File: src/rtl/vga_sync_gen.sv
// 640x480@60 VGA timing generator on the system clock, advanced by a pixel enable.
// Sync, blank and coordinates are all registered from the same next-count decode.
module vga_sync_gen #(
  parameter int H_DISPLAY = 640,
  parameter int H_FRONT   = 16,
  parameter int H_SYNC    = 96,
  parameter int H_BACK    = 48,
  parameter int V_DISPLAY = 480,
  parameter int V_FRONT   = 10,
  parameter int V_SYNC    = 2,
  parameter int V_BACK    = 33
) (
  input  logic       CLK_NX,
  input  logic       reset,
  input  logic       pixel_rate,
  output logic       hsync,
  output logic       vsync,
  output logic       video_on,
  output logic [9:0] pixel_x,
  output logic [9:0] pixel_y,
  output logic       frame_tick
);

  localparam int H_TOTAL = H_DISPLAY + H_FRONT + H_SYNC + H_BACK;
  localparam int V_TOTAL = V_DISPLAY + V_FRONT + V_SYNC + V_BACK;

  localparam logic [9:0] H_MAX    = 10'(H_TOTAL - 1);
  localparam logic [9:0] V_MAX    = 10'(V_TOTAL - 1);
  localparam logic [9:0] H_VIS    = 10'(H_DISPLAY);
  localparam logic [9:0] V_VIS    = 10'(V_DISPLAY);
  localparam logic [9:0] HS_FIRST = 10'(H_DISPLAY + H_FRONT);
  localparam logic [9:0] HS_LAST  = 10'(H_DISPLAY + H_FRONT + H_SYNC - 1);
  localparam logic [9:0] VS_FIRST = 10'(V_DISPLAY + V_FRONT);
  localparam logic [9:0] VS_LAST  = 10'(V_DISPLAY + V_FRONT + V_SYNC - 1);

  logic [9:0] h_q, h_d;
  logic [9:0] v_q, v_d;
  logic       hs_q, hs_d;
  logic       vs_q, vs_d;
  logic       von_q, von_d;
  logic       ft_q, ft_d;
  logic       h_wrap;
  logic       v_wrap;

  always_comb begin
    h_wrap = (h_q == H_MAX);
    v_wrap = (v_q == V_MAX);
    h_d    = h_wrap ? 10'd0 : h_q + 10'd1;
    v_d    = v_q;
    if (h_wrap) begin
      v_d = v_wrap ? 10'd0 : v_q + 10'd1;
    end
    // Decode the position being entered so flags line up with the coordinates.
    hs_d  = !((h_d >= HS_FIRST) && (h_d <= HS_LAST));
    vs_d  = !((v_d >= VS_FIRST) && (v_d <= VS_LAST));
    von_d = (h_d < H_VIS) && (v_d < V_VIS);
    ft_d  = h_wrap && v_wrap;
  end

  always_ff @(posedge CLK_NX or posedge reset) begin
    if (reset) begin
      h_q   <= 10'd0;
      v_q   <= 10'd0;
      hs_q  <= 1'b1;
      vs_q  <= 1'b1;
      von_q <= 1'b1;
      ft_q  <= 1'b0;
    end else if (pixel_rate) begin
      h_q   <= h_d;
      v_q   <= v_d;
      hs_q  <= hs_d;
      vs_q  <= vs_d;
      von_q <= von_d;
      ft_q  <= ft_d;
    end else begin
      ft_q  <= 1'b0;
    end
  end

  assign pixel_x    = h_q;
  assign pixel_y    = v_q;
  assign hsync      = hs_q;
  assign vsync      = vs_q;
  assign video_on   = von_q;
  assign frame_tick = ft_q;

endmodule

File: config.mk
export PLATFORM = sky130hd
export DESIGN_NAME = vga_sync_gen
export DESIGN_NICKNAME = d
export VERILOG_FILES = /design/src/rtl/vga_sync_gen.sv
export SDC_FILE = /design/constraint.sdc
export NUM_CORES = 1
export LEC_CHECK = 0
export CORE_MARGIN = 2
export CORE_UTILIZATION = 47
export DETAILED_ROUTE_END_ITERATION = 10
export PLACE_DENSITY = 0.75
export SYNTH_ARGS = -nofsm -noshare
export SYNTH_HDL_FRONTEND = slang
export SYNTH_SLANG_ARGS = --single-unit
File: constraint.sdc
create_clock -name CLK_NX -period 2.2 [get_ports CLK_NX]
set_input_delay 0.66 -clock CLK_NX [delete_from_list [all_inputs] [get_ports CLK_NX]]
set_output_delay 0.66 -clock CLK_NX [all_outputs]
set_load 0.02 [all_outputs]
### After elaboration in Yosys (flattened, before gate mapping)

Cells that the tools add are included.

| word-level totals | value |
|---|---|
| bits in registers | 24 |
| memories | 0 |
| bits in latches | 0 |
| word-level logic and storage cells | 26 |
| memory bits (read-only) | 0 |
| bits of input ports | 3 |
| RAM bits | 0 |

| cells by class | value |
|---|---|
| add/sub/neg operators | 2 |
| multiplexer cells | 4 |
| equality and inequality tests | 2 |
| multipliers | 0 |
| div/mod/pow operators | 0 |
| shifts and indexed selects | 0 |
| reduce and logical (&&, ||, !) cells | 6 |
| bitwise operators | 0 |
| magnitude comparators | 6 |

Operators by type and width:

| kind | count |
|---|---|
| 2-to-1 mux 10 bit | 3 |
| adder 10 x 1 -> 10 bit (second input constant) | 2 |
| == test 10 bit (second input constant) | 2 |
| greater-or-equal comparator 10 bit (second input constant) | 1 |
| greater-or-equal comparator 10 x 9 -> 1 bit (second input constant) | 1 |
| <= comparator 10 bit (second input constant) | 1 |
| <= comparator 10 x 9 -> 1 bit (second input constant) | 1 |
| less-than comparator 10 bit (second input constant) | 1 |
| less-than comparator 10 x 9 -> 1 bit (second input constant) | 1 |
| logical AND 1 bit | 4 |
| zero test 1 bit | 2 |
| 2-to-1 mux 1 bit | 1 |

### Logic depth before layout (Yosys ltp)

Gate-level depths: netlist of run 1.

| depth | value |
|---|---|
| word-level depth | 6 |
| gate-level depth with buffers | 8 |
| gate-level depth less buffers | 8 |

### Worst setup path before layout of run 1

Ideal clock, no wire load.

| timing | value |
|---|---|
| path kind | flip-flop to flip-flop |
| start | reg h_q[6] (netlist: pixel_x[6]) |
| end | reg von_q (netlist: video_on) |
| path slack | -0.187 ns |
| cell stages (with the launch flop) | 8 |
| data required time | 2.103 ns |
| arrival | 2.290 ns |
| cell sequence | dfrtp_1 > buf_6 > or4b_4 > nor4_1 > xor2_1 > and3_1 > o211a_1 > o41ai_2 |

| between the ends | value |
|---|---|
| longest elaborated chain between the ends | 4 |

RTL lines:

| element | line | source |
|---|---|---|
| start: declaration | 36 | `logic [9:0] h_q, h_d;` |
| start signal: assignment | 62 | `h_q <= 10'd0;` |
| start signal: assignment | 69 | `h_q <= h_d;` |
| adder 10 x 1 -> 10 bit or == test 10 bit (tied branches) | 48, 46 |  |
| 2-to-1 mux 10 bit, on equally long branches | 48, 50 |  |
| less-than comparator 10 bit or less-than comparator 10 x 9 -> 1 bit (tied branches) | 56 | `von_d = (h_d < H_VIS) && (v_d < V_VIS);` |
| logical AND 1 bit (*) | 56 |  |
| end signal: assignment | 73 | `von_q <= von_d;` |
| end: declaration | 40 | `logic von_q, von_d;` |

Every way passes the cells marked *; elsewhere a longest branch is shown, timed or not.
A chain may end at the register's enable or synchronous reset.

### Worst setup path in the final report of run 1

| timing | value |
|---|---|
| start | reg h_q[5] (netlist: pixel_x[5]) |
| end | reg von_q (netlist: video_on) |

Same word-level chain as after synthesis.

==> flow_metrics.py, run 1 <==
metrics = {
    "clock_tree": {
        "numCtsBuffers": 3,
        "cts_max_level": 1,
        "clkTransAtPathRegs_ns": 0.14,
        "cts_tree": "built",
        "insertion_delay_ns": 0.33,
        "clockRootBuffer": "clkbuf_4",
        "cts_sinks": 24,
        "cts_buffer_depth": 2,
    },
    "min_path": {
        "worstHoldEndpoint": "video_on",
        "min_path_cells": 2,
        "hp-class": "register to register",
        "min-delay-start": "video_on",
    },
    "pwr": {
        "power.switching_mw": 0.552,
        "power_mw": 1.52,
        "clkPwrFrac_pct": 21.9,
        "pwr_density_cell_nw_per_um2": 733,
        "swShare_pct": 36.4,
        "peakVddDrop_uv": 459,
        "seqPwrFrac_pct": 38.2,
        "internal-power_mw": 0.966,
        "combPwrFrac_pct": 39.9,
        "p_leak_nw": 0.955,
    },
    "floorplan": {
        "die_w_um": 60.9,
        "die_area_um2": 3710,
        "initial_core_util_pct": 49.5,
        "io_pins": 27,
        "core_um2": 3080,
        "std_cell_rows": 20,
        "die_height_um": 60.9,
    },
    "critical_path": {
        "r2r_cells": 6,
        "cp.arrival_ns": 2.45,
        "slowest_stage": "or4b_4",
        "ff2ff_setup_slack_ns": -0.004,
        "critPathMaxFanout": 4,
        "crit_family": "simple AND/OR/NAND/NOR gates",
        "critical_path_required_ns": 2.45,
        "worstReg2RegStart": "pixel_x[5]",
        "path_cells": "or4b_4 > nor3_4 > nand4_2 > and3_4 > o211a_4 > o41ai_2",
        "timing.rr.end": "video_on",
        "critPathMaxStageDelay_ns": 0.58,
        "start_kind": "register",
        "criticalPathCategory": "register to register",
        "cp-end-kind": "register",
        "critPathBufInv": 0,
    },
    "logic_synthesis": {
        "synth_area_um2": 1520,
        "synth_top_area_share_pct": 34.5,
        "ys_types": 47,
        "synth-seq-area-share_pct": 39.7,
        "synth_seq_cells": 24,
        "synth_area_per_cell_um2": 8.76,
        "synth_edf_count": 0,
        "yosysWarnings": 0,
        "synth_area_leaders": "dfrtp_1 (34%), nand2_1 (5.4%), dfstp_2 (5.2%), o21ai_0 (4.3%), nor2_1 (3.9%)",
        "syn_nets": 181,
        "synthArstFlopShare_pct": 100,
        "yosysTopAreaCell": "dfrtp_1",
        "dominantRegCellSynth": "dfrtp_1",
        "syn_inst": 174,
    },
    "sta": {
        "fin_ws_ns": -0.00436,
        "finalSetupViolations": 1,
        "fin_skew_ns": 0.00289,
        "rsz0062_at_grt": "true",
        "finalCritPeriodShare_pct": 100,
        "worst_pin_slew_ns": 0.320,
        "hold_ws_ns": 0.503,
        "hold_viol": 0,
        "final_max_slew_viol_count": 0,
        "fmax_mhz": 454,
        "fin_crit_ns": 2.20,
        "tns_ns": -0.00436,
        "maxSlewHeadroom_pct": 78.7,
    },
    "final_layout": {
        "instances_no_fill": 259,
        "area_growth_pct": 35.9,
        "drive_gt1_share_pct": 24.2,
        "n_antenna_cell": 0,
        "final_nets": 223,
        "stdcell_area_um2": 2070,
        "utilization_pct": 67.3,
    },
    "place": {
        "place_inst": 253,
        "post-place-ws_ns": 0.0674,
        "place_congestion": 0.893,
        "portBuffers": 26,
        "place_area_um2": 1950,
        "dp_hpwl_um": 2830,
    },
    "run": {
        "drv_cap": 0,
    },
    "route": {
        "first_pass_iters": 4,
        "viasPerCell": 5.75,
        "wl_met2_um": 1950,
        "drc_errors": 0,
        "wl_met3_um": 154,
        "met1_length_um": 1660,
        "highest_layer": "met4",
        "wirelength_um": 3910,
        "detail-route-antenna-nets": 0,
        "drt_iter0_markers": 136,
        "wl_per_cell_um": 15.1,
        "routed-via-count": 1490,
    },
    "run_status": {
        "status": "complete, but fails checks",
        "violations": "negative setup slack",
    },
    "grt": {
        "grt_usage_pct": 23.6,
        "antenna_found_initial": 0,
        "grt_pass1_vias": 1469,
        "grt_pass1_wl_um": 6530,
        "grt_max_degree": 25,
        "globalRouteOverflowTotal": 0,
    },
}
==> routing by layer <==
metal / track usage [%] / vias to the layer above
met1: 29.1 / 723
met3: 3.41 / 15
li1: - / 707
met4: 13.4 / 0
met2: 39.5 / 45
met5: 0 / -
==> state kept, by name (all words and copies together) (netlist names) <==
signal and cells:
pixel_x 10, pixel_y 10, frame_tick 1, hsync 1, video_on 1, vsync 1
==> layout by cell type, fill, tap and decap left out, types with 5 or more instances in the layout <==
cell type,instances
a21oi_1,8
buf_4,21
clkdlybuf4s50_1,19
dfrtp_1,15
dfrtp_2,6
dlymetal6s2s_1,7
inv_1,5
nand2_1,21
nand3_1,8
nand4_1,6
nor2_1,16
o21ai_0,13
xnor2_1,5
==> tightest hold or removal path, cell delays in order (launching register included) <==
cell	delay, ns
dfstp_2	0.40
nand2_1	0.07
o41ai_2	0.06
==> synth_stat cells (4+ instances only) <==
cell type,instances
and3_1,5
nand4_1,6
nor2_1,16
xor2_1,4
a21oi_1,9
ha_1,4
dfrtp_1,21
nand3_1,8
a31oi_1,4
o31ai_1,4
clkbuf_1,6
inv_1,5
xnor2_1,5
o21ai_0,13
nand2_1,22
==> how the worst max path moves through the flow <==
| stage | cells past startpoint | slack [ns] | start | endpoint |
|---|---|---|---|---|
| 6_report | 6 | -0.004 | pixel_x[5] | video_on |
| 5_1_grt | 6 | -0.08 | pixel_x[5] | video_on |
| 3_3_place_gp | 6 | 0.08 | pixel_x[6] | video_on |
| 3_5_place_dp | 6 | 0.07 | pixel_x[6] | video_on |
| 2_1_floorplan | 8 | -0.02 | pixel_x[6] | vsync |
| 4_1_cts | 6 | 0.003 | pixel_x[6] | video_on |
==> power groups by stage <==
stage	combinational (mW)	sequential, mW	clock [mW]
5_1_grt	0.656	0.590	0.359
6_report	0.605	0.580	0.333
3_3_place_gp	0.577	0.582	0
4_1_cts	0.590	0.580	0.337
2_1_floorplan	0.279	0.668	0
3_5_place_dp	0.587	0.589	0
==> layout make-up <==
cell class / instances / area [µm²]
fillers: 258 / 1010
repair buffers: 47 / 435
inverters: 6 / 22.5
well taps: 44 / 55.1
clock buffers: 3 / 22.5
flip-flops and latches: 24 / 612
multi-input cells: 134 / 893
clock inverters: 1 / 30.0
==> cells by family after synthesis <==
kind of cell               count (synthesis)  share of synthesized area [%]
AOI/OAI and AO/OA                         42                           17.8
DFF                                       24                           39.7
xor gates and xnor gates                   9                           5.17
buffers and inverters                     16                           4.93
and+or+nand+nor                           79                           29.1
adders and majority gates                  4                           3.28
==> timing repair <==
action	4_1_cts	5_1_grt
endpoints found under the setup margin	2	14
pin swaps	0	5
hold buffers	0	0
resized for setup	2	15
buffers inserted	0	2
No activity file was read; power rests on OpenSTA's default activity.
==> run 2: changes to the inputs <==
--- a/config.mk
+++ b/config.mk
@@ -6,9 +6,11 @@
 export NUM_CORES = 1
 export LEC_CHECK = 0
 export CORE_MARGIN = 2
-export CORE_UTILIZATION = 47
+export CORE_UTILIZATION = 48
 export DETAILED_ROUTE_END_ITERATION = 10
-export PLACE_DENSITY = 0.75
+export DONT_BUFFER_PORTS = 1
+export PLACE_DENSITY = 0.65
+export SLEW_MARGIN = 20
 export SYNTH_ARGS = -nofsm -noshare
 export SYNTH_HDL_FRONTEND = slang
 export SYNTH_SLANG_ARGS = --single-unit
==> run 2 against run 1 <==
The flow still finishes with violations (negative setup slack). Register-to-register slack barely moved. Die area fell by 1.9%. Via count fell by 9.6%. Count of clock-buffer cells in the layout rose by 1. Highest routed layer unchanged. Hold slack got worse by 0.23 ns. Core utilization fell by 7.1 points. Sequential power fell by 4.7%.
==> flow_metrics.py, run 2 (synthesis results as in run 1) <==
metrics = {
    "run_status": {
        "status": "complete, but fails checks",
        "violations": "negative setup slack",
    },
    "critical_path": {
        "start_kind": "register",
        "critPathMaxFanout": 4,
        "criticalPathCategory": "register to register",
        "cp-end-kind": "register",
        "cp.arrival_ns": 2.46,
        "critical_path_required_ns": 2.44,
    },
    "clock_tree": {
        "insertion_delay_ns": 0.31,
        "cts_tree": "built",
        "clockRootBuffer": "clkbuf_4",
        "cts_sinks": 24,
        "clkTransAtPathRegs_ns": 0.13,
        "cts_buffer_depth": 2,
        "cts_max_level": 1,
        "numCtsBuffers": 3,
    },
    "grt": {
        "antenna_found_initial": 0,
        "grt_pass1_wl_um": 6040,
        "grt_usage_pct": 22.1,
        "globalRouteOverflowTotal": 0,
        "grt_pass1_vias": 1252,
        "grt_max_degree": 25,
    },
    "route": {
        "wl_per_cell_um": 15.0,
        "wirelength_um": 3620,
        "routed-via-count": 1347,
        "viasPerCell": 5.57,
        "first_pass_iters": 5,
        "detail-route-antenna-nets": 0,
        "drc_errors": 0,
        "drt_iter0_markers": 165,
    },
    "floorplan": {
        "io_pins": 27,
        "core_um2": 3030,
        "initial_core_util_pct": 50.3,
        "die_area_um2": 3640,
        "std_cell_rows": 20,
        "die_height_um": 60.3,
        "die_w_um": 60.3,
    },
    "place": {
        "place_inst": 236,
        "dp_hpwl_um": 2720,
        "place_congestion": 0.912,
        "portBuffers": 0,
    },
    "final_layout": {
        "n_fill_cell": 274,
        "final_common_cell": "buf_4",
        "area_growth_pct": 19.5,
        "n_antenna_cell": 0,
        "final_nets": 206,
        "drive_gt1_share_pct": 27.3,
        "mostFrequentLayoutCells": "buf_4 (30), nand2_1 (22), dfrtp_1 (18)",
        "instances_no_fill": 242,
    },
    "sta": {
        "fmax_mhz": 451,
        "fin_skew_ns": 0.00432,
        "hold_viol": 0,
        "fin_ws_ns": -0.0191,
        "hold_ws_ns": 0.275,
        "fin_crit_ns": 2.22,
        "finalSetupViolations": 2,
        "tns_ns": -0.0247,
        "worst_pin_slew_ns": 0.331,
        "finalCritPeriodShare_pct": 101,
        "final_max_slew_viol_count": 0,
        "maxSlewHeadroom_pct": 77.8,
        "rsz0062_at_grt": "true",
    },
    "pwr": {
        "peakVddDrop_uv": 474,
        "pwr_density_cell_nw_per_um2": 715,
        "p_leak_nw": 0.775,
    },
    "min_path": {
        "hp-class": "input pin to asynchronous set/reset pin",
    },
    "run": {
        "drv_cap": 0,
    },
}
==> run 2: layer usage <==
layer	up-vias	global-route usage [%]	routed length [µm]
li1	673	-	-
met3	4	3.84	241
met5	-	0	0
met2	43	34.3	1650
met4	0	4.76	29
met1	627	32.5	1700
==> run 2: timing repair <==
action	CTS	global route
endpoints found under the setup margin	0	6
hold buffers	0	0
setup buffers	0	2
gates resized for setup	0	5
==> run 2: power breakdown <==
group | internal, mW | switching [mW]
combinational | 0.200 | 0.349
sequential | 0.511 | 0.0424
clock | 0.0707 | 0.130
==> run 2: critical path, stage by stage, from the launching register on <==
cell and delay, ns:
dfrtp_2 0.42, or4b_4 0.59, nor3_4 0.28, buf_4 0.15, o21ai_2 0.04, a22o_1 0.29, nor4_2 0.27, a31oi_1 0.11
==> run 2: worst paths after layout <==
check                                start          to  slack [ns]  cells after the start
worst min register to register       hsync       hsync        0.56                      2
worst min-delay path                 reset  pixel_x[1]        0.27                      2
max in group asynchronous            reset       hsync        1.63                      2
worst max register to register  pixel_x[6]       vsync       -0.02                      7
min in group CLK_NX             pixel_rate  pixel_x[1]        0.41                      1
worst max-delay path            pixel_x[6]       vsync       -0.02                      7
==> run 2: final cells by class <==
type	count	area, µm²	share of cell area, %
inverter	6	22.5	1.24
tap	44	55.1	3.02
clock buffer	4	26.3	1.44
sequential	24	608	33.4
multi-input combinational	134	885	48.6
timing repair buffer	30	225	12.4
==> run 2: through the flow <==
stage / utilization [%] / setup WS, ns / total power [mW] / instance area [µm²]
floorplan: - / -0.0203 / 0.947 / 1550
global placement: 58.0 / 0.0774 / 1.08 / 1760
detailed placement: 58.0 / 0.0371 / 1.10 / 1760
CTS: 58.8 / 0.00768 / 1.30 / 1780
global route: 60.2 / -0.114 / 1.39 / 1820
finish: 60.2 / -0.0191 / 1.30 / 1820
